`config.mk`:
```
export PLATFORM = sky130hd
export DESIGN_NAME = wb_serial_tx_flat
export DESIGN_NICKNAME = d
export VERILOG_FILES = /design/src/rtl/wb_serial_pkg.sv /design/src/rtl/wb_serial_tx_if.sv /design/src/rtl/wb_serial_baud_tick.sv /design/src/rtl/wb_serial_tx.sv /design/src/flat_wrapper.sv
export SDC_FILE = /design/constraint.sdc
export NUM_CORES = 1
export LEC_CHECK = 0
export ABC_AREA = 1
export BUFFER_PORTS_ARGS = -buffer_cell sky130_fd_sc_hd__buf_2
export CORE_MARGIN = 4
export CORE_UTILIZATION = 42
export DETAILED_ROUTE_END_ITERATION = 10
export GPL_ROUTABILITY_DRIVEN = 0
export SLEW_MARGIN = 40
export SYNTH_ARGS = -nofsm -noshare
export SYNTH_HDL_FRONTEND = slang
export SYNTH_SLANG_ARGS = --single-unit
export TNS_END_PERCENT = 50
```
`constraint.sdc`:
```
create_clock -name CLK_I -period 1.9 [get_ports CLK_I]
set_input_delay 0.095 -clock CLK_I [delete_from_list [all_inputs] [get_ports CLK_I]]
set_output_delay 0.095 -clock CLK_I [all_outputs]
set_load 0.03 [all_outputs]
```
`src/rtl/wb_serial_pkg.sv`:
```
// wb_serial_pkg: shared constants for the Wishbone serial transmitter.
// Register map indices, CTRL/STATUS field layout, and the transmit FSM states.
package wb_serial_pkg;

    localparam int FRAME_W_DEFAULT = 10;

    // Register indices decoded from ADR_I[3:2]
    localparam logic [1:0] REG_CTRL   = 2'd0;
    localparam logic [1:0] REG_TXDATA = 2'd1;
    localparam logic [1:0] REG_STATUS = 2'd2;
    localparam logic [1:0] REG_RSVD   = 2'd3;

    // CTRL fields
    localparam int CTRL_DIV_LSB = 0;
    localparam int CTRL_DIV_W   = 8;
    localparam int CTRL_GAP_LSB = 8;
    localparam int CTRL_GAP_W   = 8;
    localparam int CTRL_EN_BIT  = 16;
    localparam int CTRL_MSB_BIT = 17;
    localparam int CTRL_ODD_BIT = 18;

    // STATUS fields
    localparam int ST_BUSY_BIT = 0;
    localparam int ST_FULL_BIT = 1;
    localparam int ST_CNT_LSB  = 8;
    localparam int ST_CNT_W    = 8;

    typedef enum logic [1:0] {
        TX_IDLE,
        TX_LOAD,
        TX_SHIFT,
        TX_GAP
    } tx_state_e;

endpackage

```
`src/rtl/wb_serial_tx_if.sv`:
```
// wb_serial_tx_if: Wishbone classic single-beat bus between initiator and
// the serial transmitter. Signal names follow the responder's view.
interface wb_serial_tx_if;
    logic        CYC_I;
    logic        STB_I;
    logic        WE_I;
    logic [31:0] ADR_I;
    logic [31:0] DAT_I;
    logic [31:0] DAT_O;
    logic        ACK_O;

    modport master (output CYC_I, STB_I, WE_I, ADR_I, DAT_I,
                    input  DAT_O, ACK_O);
    modport slave  (input  CYC_I, STB_I, WE_I, ADR_I, DAT_I,
                    output DAT_O, ACK_O);
endinterface

```
`src/rtl/wb_serial_baud_tick.sv`:
```
// wb_serial_baud_tick: bit-period down-counter. Pulses tick once every
// div+1 cycles; restart reloads the count so a new period begins next cycle.
module wb_serial_baud_tick (
    input  logic       clk,
    input  logic       rst_n,
    input  logic       restart,
    input  logic [7:0] div,
    output logic       tick,
    output logic [7:0] cnt
);
    logic [7:0] r_cnt;

    // Count down to zero, reload on expiry or on an explicit restart
    always_ff @(posedge clk or negedge rst_n) begin
        if (!rst_n)
            r_cnt <= 8'd0;
        else if (restart || r_cnt == 8'd0)
            r_cnt <= div;
        else
            r_cnt <= r_cnt - 8'd1;
    end

    assign tick = (r_cnt == 8'd0) && !restart;
    assign cnt  = r_cnt;
endmodule

```
`src/rtl/wb_serial_tx.sv`:
```
// wb_serial_tx: Wishbone responder feeding a framed serial transmitter with
// a one-entry holding register in front of the shifter.
// Optional feature macro: WB_SERIAL_TX_PARITY_EN appends a parity bit to each
// frame and makes CTRL[18] (odd parity select) writable.
module wb_serial_tx
    import wb_serial_pkg::*;
#(
    parameter int         FRAME_W = FRAME_W_DEFAULT,
    parameter logic [7:0] DIV_RST = 8'd0,
    parameter logic [7:0] GAP_RST = 8'd1
) (
    input  logic          CLK_I,
    input  logic          RST_NI,
    wb_serial_tx_if.slave wb,
    output logic          data_o,
    output logic          ena_o,
    output logic          busy_o
);
`ifdef WB_SERIAL_TX_PARITY_EN
    localparam int SH_W = FRAME_W + 1;
`else
    localparam int SH_W = FRAME_W;
`endif
    localparam int BCW = $clog2(SH_W + 1);

    // CTRL register and its shadow copies used by the frame in flight
    logic [7:0]         r_div, r_gap, r_div_s, r_gap_s;
    logic               r_en, r_msb, r_msb_s;
    logic               w_odd;
    // Holding register and bus response
    logic [FRAME_W-1:0] r_hold;
    logic               r_full, r_ack;
    logic [31:0]        r_dat, w_rdata;
    // Transmit path
    tx_state_e          r_state;
    logic [SH_W-1:0]    r_sh, w_frame;
    logic [BCW-1:0]     r_bits;
    logic [7:0]         r_gcnt, r_sent, w_cnt, w_tick_div;
    logic               r_data, r_ena, w_tick, w_restart, w_ovl, w_busy;
    logic               w_req, w_stall, w_acc;
    logic [1:0]         w_idx;
    logic               w_unused;

`ifdef WB_SERIAL_TX_PARITY_EN
    logic r_odd;
    logic w_par;
    assign w_odd   = r_odd;
    assign w_par   = (^r_hold) ^ r_odd;
    // Parity always trails the payload, whichever end is sent first
    assign w_frame = r_msb ? {r_hold, w_par} : {w_par, r_hold};
`else
    assign w_odd   = 1'b0;
    assign w_frame = r_hold;
`endif

    assign w_busy   = (r_state != TX_IDLE) || r_full;
    assign w_idx    = wb.ADR_I[3:2];
    assign w_req    = wb.CYC_I && wb.STB_I && !r_ack;
    assign w_stall  = wb.WE_I && (w_idx == REG_TXDATA) && r_full;
    assign w_acc    = w_req && !w_stall;
    assign w_unused = ^{wb.ADR_I[31:4], wb.ADR_I[1:0], wb.DAT_I};

    // Bit timer restarts on LOAD using the CTRL value about to become the shadow
    assign w_restart  = (r_state == TX_LOAD);
    assign w_tick_div = w_restart ? r_div : r_div_s;

    wb_serial_baud_tick u_tick (
        .clk     (CLK_I),
        .rst_n   (RST_NI),
        .restart (w_restart),
        .div     (w_tick_div),
        .tick    (w_tick),
        .cnt     (w_cnt)
    );

    // With GAP=0 and a word waiting, enter LOAD during the final cycle of the
    // last bit so the next frame starts with no idle cycle on ena_o.
    assign w_ovl = (r_state == TX_SHIFT) && r_en && r_full && (r_gap_s == 8'd0) &&
                   (((r_bits == BCW'(1)) && (w_cnt == 8'd1)) ||
                    ((r_bits == BCW'(2)) && w_tick && (r_div_s == 8'd0)));

    // Read data mux, sampled into DAT_O on the ACK edge
    always_comb begin
        w_rdata = 32'd0;
        case (w_idx)
            REG_CTRL:   w_rdata = {13'd0, w_odd, r_msb, r_en, r_gap, r_div};
            REG_TXDATA: w_rdata = {{(32-FRAME_W){1'b0}}, r_hold};
            REG_STATUS: w_rdata = {16'd0, r_sent, 6'd0, r_full, w_busy};
            default:    w_rdata = 32'd0;
        endcase
    end

    // Bus side: single-cycle ACK, register writes, holding-register fill/drain
    always_ff @(posedge CLK_I or negedge RST_NI) begin
        if (!RST_NI) begin
            r_ack  <= 1'b0;
            r_dat  <= 32'd0;
            r_div  <= DIV_RST;
            r_gap  <= GAP_RST;
            r_en   <= 1'b0;
            r_msb  <= 1'b0;
`ifdef WB_SERIAL_TX_PARITY_EN
            r_odd  <= 1'b0;
`endif
            r_hold <= '0;
            r_full <= 1'b0;
        end else begin
            r_ack <= w_acc;
            r_dat <= (w_acc && !wb.WE_I) ? w_rdata : 32'd0;
            if (r_state == TX_LOAD)
                r_full <= 1'b0;
            if (w_acc && wb.WE_I) begin
                case (w_idx)
                    REG_CTRL: begin
                        r_div <= wb.DAT_I[CTRL_DIV_LSB +: CTRL_DIV_W];
                        r_gap <= wb.DAT_I[CTRL_GAP_LSB +: CTRL_GAP_W];
                        r_en  <= wb.DAT_I[CTRL_EN_BIT];
                        r_msb <= wb.DAT_I[CTRL_MSB_BIT];
`ifdef WB_SERIAL_TX_PARITY_EN
                        r_odd <= wb.DAT_I[CTRL_ODD_BIT];
`endif
                    end
                    REG_TXDATA: begin
                        r_hold <= wb.DAT_I[FRAME_W-1:0];
                        r_full <= 1'b1;
                    end
                    default: ;
                endcase
            end
        end
    end

    // Transmit FSM: IDLE -> LOAD -> SHIFT -> (GAP) -> IDLE, outputs registered
    always_ff @(posedge CLK_I or negedge RST_NI) begin
        if (!RST_NI) begin
            r_state <= TX_IDLE;
            r_sh    <= '0;
            r_bits  <= '0;
            r_gcnt  <= 8'd0;
            r_div_s <= DIV_RST;
            r_gap_s <= GAP_RST;
            r_msb_s <= 1'b0;
            r_sent  <= 8'd0;
            r_data  <= 1'b0;
            r_ena   <= 1'b0;
        end else begin
            case (r_state)
                TX_IDLE: begin
                    if (r_en && r_full)
                        r_state <= TX_LOAD;
                end
                TX_LOAD: begin
                    // ena_o already high means this LOAD overlapped a frame's last bit
                    if (r_ena)
                        r_sent <= r_sent + 8'd1;
                    r_sh    <= r_msb ? (w_frame << 1) : (w_frame >> 1);
                    r_data  <= r_msb ? w_frame[SH_W-1] : w_frame[0];
                    r_ena   <= 1'b1;
                    r_bits  <= BCW'(SH_W);
                    r_div_s <= r_div;
                    r_gap_s <= r_gap;
                    r_msb_s <= r_msb;
                    r_state <= TX_SHIFT;
                end
                TX_SHIFT: begin
                    if (w_tick) begin
                        if (r_bits == BCW'(1)) begin
                            r_sent  <= r_sent + 8'd1;
                            r_ena   <= 1'b0;
                            r_data  <= 1'b0;
                            r_gcnt  <= r_gap_s;
                            r_state <= (r_gap_s == 8'd0) ? TX_IDLE : TX_GAP;
                        end else begin
                            r_data <= r_msb_s ? r_sh[SH_W-1] : r_sh[0];
                            r_sh   <= r_msb_s ? (r_sh << 1) : (r_sh >> 1);
                            r_bits <= r_bits - BCW'(1);
                        end
                    end
                    if (w_ovl)
                        r_state <= TX_LOAD;
                end
                TX_GAP: begin
                    if (w_tick) begin
                        if (r_gcnt == 8'd1)
                            r_state <= TX_IDLE;
                        else
                            r_gcnt <= r_gcnt - 8'd1;
                    end
                end
                default: r_state <= TX_IDLE;
            endcase
        end
    end

    assign wb.ACK_O = r_ack;
    assign wb.DAT_O = r_dat;
    assign data_o   = r_data;
    assign ena_o    = r_ena;
    assign busy_o   = w_busy;
endmodule

```
`src/flat_wrapper.sv`:
```
// flat-port wrapper written by rule: the top's interface ports become plain ports
module wb_serial_tx_flat import wb_serial_pkg::*;
#(
    parameter int         FRAME_W = FRAME_W_DEFAULT,
    parameter logic [7:0] DIV_RST = 8'd0,
    parameter logic [7:0] GAP_RST = 8'd1
)
  (CLK_I, RST_NI, data_o, ena_o, busy_o, wb_CYC_I, wb_STB_I, wb_WE_I, wb_ADR_I, wb_DAT_I, wb_DAT_O, wb_ACK_O);
  wb_serial_tx_if wb_i ();
  input  logic CLK_I;
  input  logic RST_NI;
  output logic data_o;
  output logic ena_o;
  output logic busy_o;
  input wire logic [$bits(wb_i.CYC_I)-1:0] wb_CYC_I;
  input wire logic [$bits(wb_i.STB_I)-1:0] wb_STB_I;
  input wire logic [$bits(wb_i.WE_I)-1:0] wb_WE_I;
  input wire logic [$bits(wb_i.ADR_I)-1:0] wb_ADR_I;
  input wire logic [$bits(wb_i.DAT_I)-1:0] wb_DAT_I;
  output wire logic [$bits(wb_i.DAT_O)-1:0] wb_DAT_O;
  output wire logic [$bits(wb_i.ACK_O)-1:0] wb_ACK_O;
  assign wb_i.CYC_I = wb_CYC_I;
  assign wb_i.STB_I = wb_STB_I;
  assign wb_i.WE_I = wb_WE_I;
  assign wb_i.ADR_I = wb_ADR_I;
  assign wb_i.DAT_I = wb_DAT_I;
  assign wb_DAT_O = wb_i.DAT_O;
  assign wb_ACK_O = wb_i.ACK_O;
  wb_serial_tx #(.FRAME_W(FRAME_W), .DIV_RST(DIV_RST), .GAP_RST(GAP_RST)) u_core (.CLK_I(CLK_I), .RST_NI(RST_NI), .wb(wb_i), .data_o(data_o), .ena_o(ena_o), .busy_o(busy_o));
endmodule
```
==> impl_metrics.ini <==
[cells_and_area]
area_growth_pct = 19.21
regArea_mm2 = 0.002680
antenna_cells = 0
multi_input_area_mm2 = 0.002258
layout_commonest_cell = nand2_1
fill_cells = 1167
most-common-layout-cells = 167 x nand2_1, 105 x dfrtp_1, 77 x o21ai_0
drive_above_1_share = 0.1569
final_area_mm2 = 0.006390
final_nets = 810

[timing]
finalWorstSetupSlack_ns = 0.1514
fmax_mhz = 571.9
finalMaxSlewViolations = 0
whs_ns = 0.01431
finalSetupViolations = 0
hold_viol = 0
fin_setup_tns_ns = 0
rsz0062_at_grt = false
finalCritPeriodShare = 0.9203
skew_ns = 0.008333
max_slew.worst_pin.slew_ns = 0.5504
slew_headroom = 0.6331
min_period_ns = 1.749

[logic_synthesis]
synth_cell_types = 38
avgSynthCellArea_um2 = 8.323
synth_edf_count = 0
postSynth.asyncResetShare = 1.000
syn-instance-count = 644
synth_area_mm2 = 0.005360
ys_seq_elements = 107
ys_seq_area_frac = 0.5000
yosysWarnings = 0
synthFlopType = dfrtp_1

[worst_setup_path]
crit_arrival_ns = 1.98
start_kind = register
path_class = register to register
endpoint_kind = register
crit_required_ns = 2.13
crit_path_max_fanout = 10

[clock_network]
clock_sinks = 107
cts_made_buffers = 9
cts_tree = yes
path_clk_slew_ns = 0.07
worstSkewPairLatency_ns = 0.35
htree_levels = 3
clockBufferDepth = 2
root_buffer = clkbuf_16

[die]
io_pins = 105
die_area_mm2 = 0.01463
rows = 41
initial_core_util = 0.4265
fp.dieH_um = 121.0
design.core.area_mm2 = 0.01257
die_w_um = 121.0

[run]
maxCapViolCount = 0

[outcome]
run_status = complete, no violations

[power]
p_total_mw = 9.343
cellLeakagePower_nw = 3.145
power_density_mw_per_mm2 = 1462
vdd_drop_max_uv = 753.0

[placement]
portBuffers = 46
place_ws_ns = 0.1397
placed_cell_area_mm2 = 0.005907
hpwl_mm = 9.405

[routing]
drc = 0
dr_total_vias = 4443
dr.pass1.iters = 5
viasPerCell = 4.909
wl_per_cell_um = 14.26
finalWirelength_mm = 12.91
drtIter0Drc = 280
ant_nets = 0

[global_route]
grt_pass1_wl_mm = 21.96
grt_max_degree = 42
grt_usage = 0.1892
grt_antenna_before_repair = 0
grt_overflow = 0
grt_pass1_vias = 4419

[min_path]
hp-class = input pin to register
[routing by layer]
metal	up-vias	GRT usage	share of wire
met2	106	0.2945	0.46
met4	0	0.07011	0.018
met3	14	0.02844	0.044
met1	2111	0.2680	0.47
met5	-	0	0
li1	2212	-	-
[synth_stat cells, types with 3 or more instances]
library cell	number	area share
a21oi_1	23	0.021
nand2_2	4	0.0047
o21ai_0	77	0.072
xor2_1	10	0.016
nor2_1	44	0.031
nand4_1	6	0.0070
nor3_1	7	0.0065
buf_4	17	0.024
a211oi_1	4	0.0056
o21ai_2	4	0.0065
o21a_1	5	0.0070
o22ai_1	14	0.016
dfrtp_1	105	0.49
xnor2_1	7	0.011
clkbuf_1	11	0.0077
nand2_1	167	0.12
clkinv_1	3	0.0021
buf_2	5	0.0047
inv_1	69	0.048
nor2_2	3	0.0035
ha_1	13	0.030
nand3_1	24	0.022
[state kept, by name, summed over array words and instances (netlist names), 2 cells and up]
| name | cells |
|---|---|
| u_core.wb.DAT_O | 18 |
| u_core.r_hold | 10 |
| u_core.r_sh | 10 |
| u_core.r_div | 8 |
| u_core.r_div_s | 8 |
| u_core.r_gap | 8 |
| u_core.r_gap_s | 8 |
| u_core.r_gcnt | 8 |
| u_core.r_sent | 8 |
| u_core.u_tick.cnt | 8 |
| u_core.r_bits | 4 |
| u_core.r_state | 2 |
[final timing paths]
| kind | startpoint | endpoint | slack, ns | cells past startpoint |
|---|---|---|---|---|
| min | wb_CYC_I | u_core.wb.ACK_O | 0.01 | 3 |
| max in group asynchronous | RST_NI | u_core.wb.DAT_O[6] | 0.96 | 3 |
| max | u_core.u_tick.cnt[0] | u_core.r_sent[0] | 0.15 | 9 |
| min in group asynchronous | RST_NI | u_core.r_gcnt[0] | 0.28 | 2 |
| max reg2reg | u_core.u_tick.cnt[0] | u_core.r_sent[0] | 0.15 | 9 |
| min reg2reg | u_core.wb.ACK_O | u_core.wb.ACK_O | 0.48 | 1 |
[stage by stage]
stage	cells	util
6_report	905	0.5084
5_1_grt	905	0.5084
4_1_cts	904	0.5074
3_5_place_dp	870	0.4700
3_3_place_gp	870	0.4700
2_1_floorplan	657	-
[timing repair]
action,4_1_cts,5_1_grt
buffers inserted,0,1
gates resized for setup,0,3
hold buffers,18,0
endpoints found under the hold margin,52,0
endpoints found under the setup margin,0,14
[layout make-up]
class | count | share of cell area
Sequential cell | 107 | 0.4194
Multi-Input combinational cell | 444 | 0.3534
Timing Repair Buffer | 94 | 0.1057
Inverter | 72 | 0.04229
Clock buffer | 13 | 0.03916
Tap cell | 172 | 0.03368
Clock inverter | 3 | 0.006266
[cells by family (layout without fill, tap and decap cells)]
logic type               Yosys count  after routing  synth area share
AND/OR/NAND/NOR                  262            262            0.2063
AO/OA/AOI/OAI                    136            136            0.1419
flip-flops                       107            107            0.5000
buffers and inverters            106            182           0.08870
XOR/XNOR                          17             17           0.02778
adder cells (fa/ha/maj)           13             13           0.03035
multiplexers                       2              2          0.004201
other                              1             14         0.0006996
[where the power goes]
group	internal (mW)	switching, mW	leakage, nW
registers	3.01	0.487	1.35
clock network	1.06	0.813	0.144
logic	1.51	2.47	1.65
[critical path, stage by stage, from the launching register on]
cell     delay [ns]
dfrtp_1        0.40
inv_1          0.10
ha_1           0.18
nand2_2        0.08
nor2_2         0.14
nand2_2        0.09
nand2_4        0.07
o21a_1         0.27
nand2_4        0.14
xor2_1         0.16
Power figures use the tool's default switching activity.
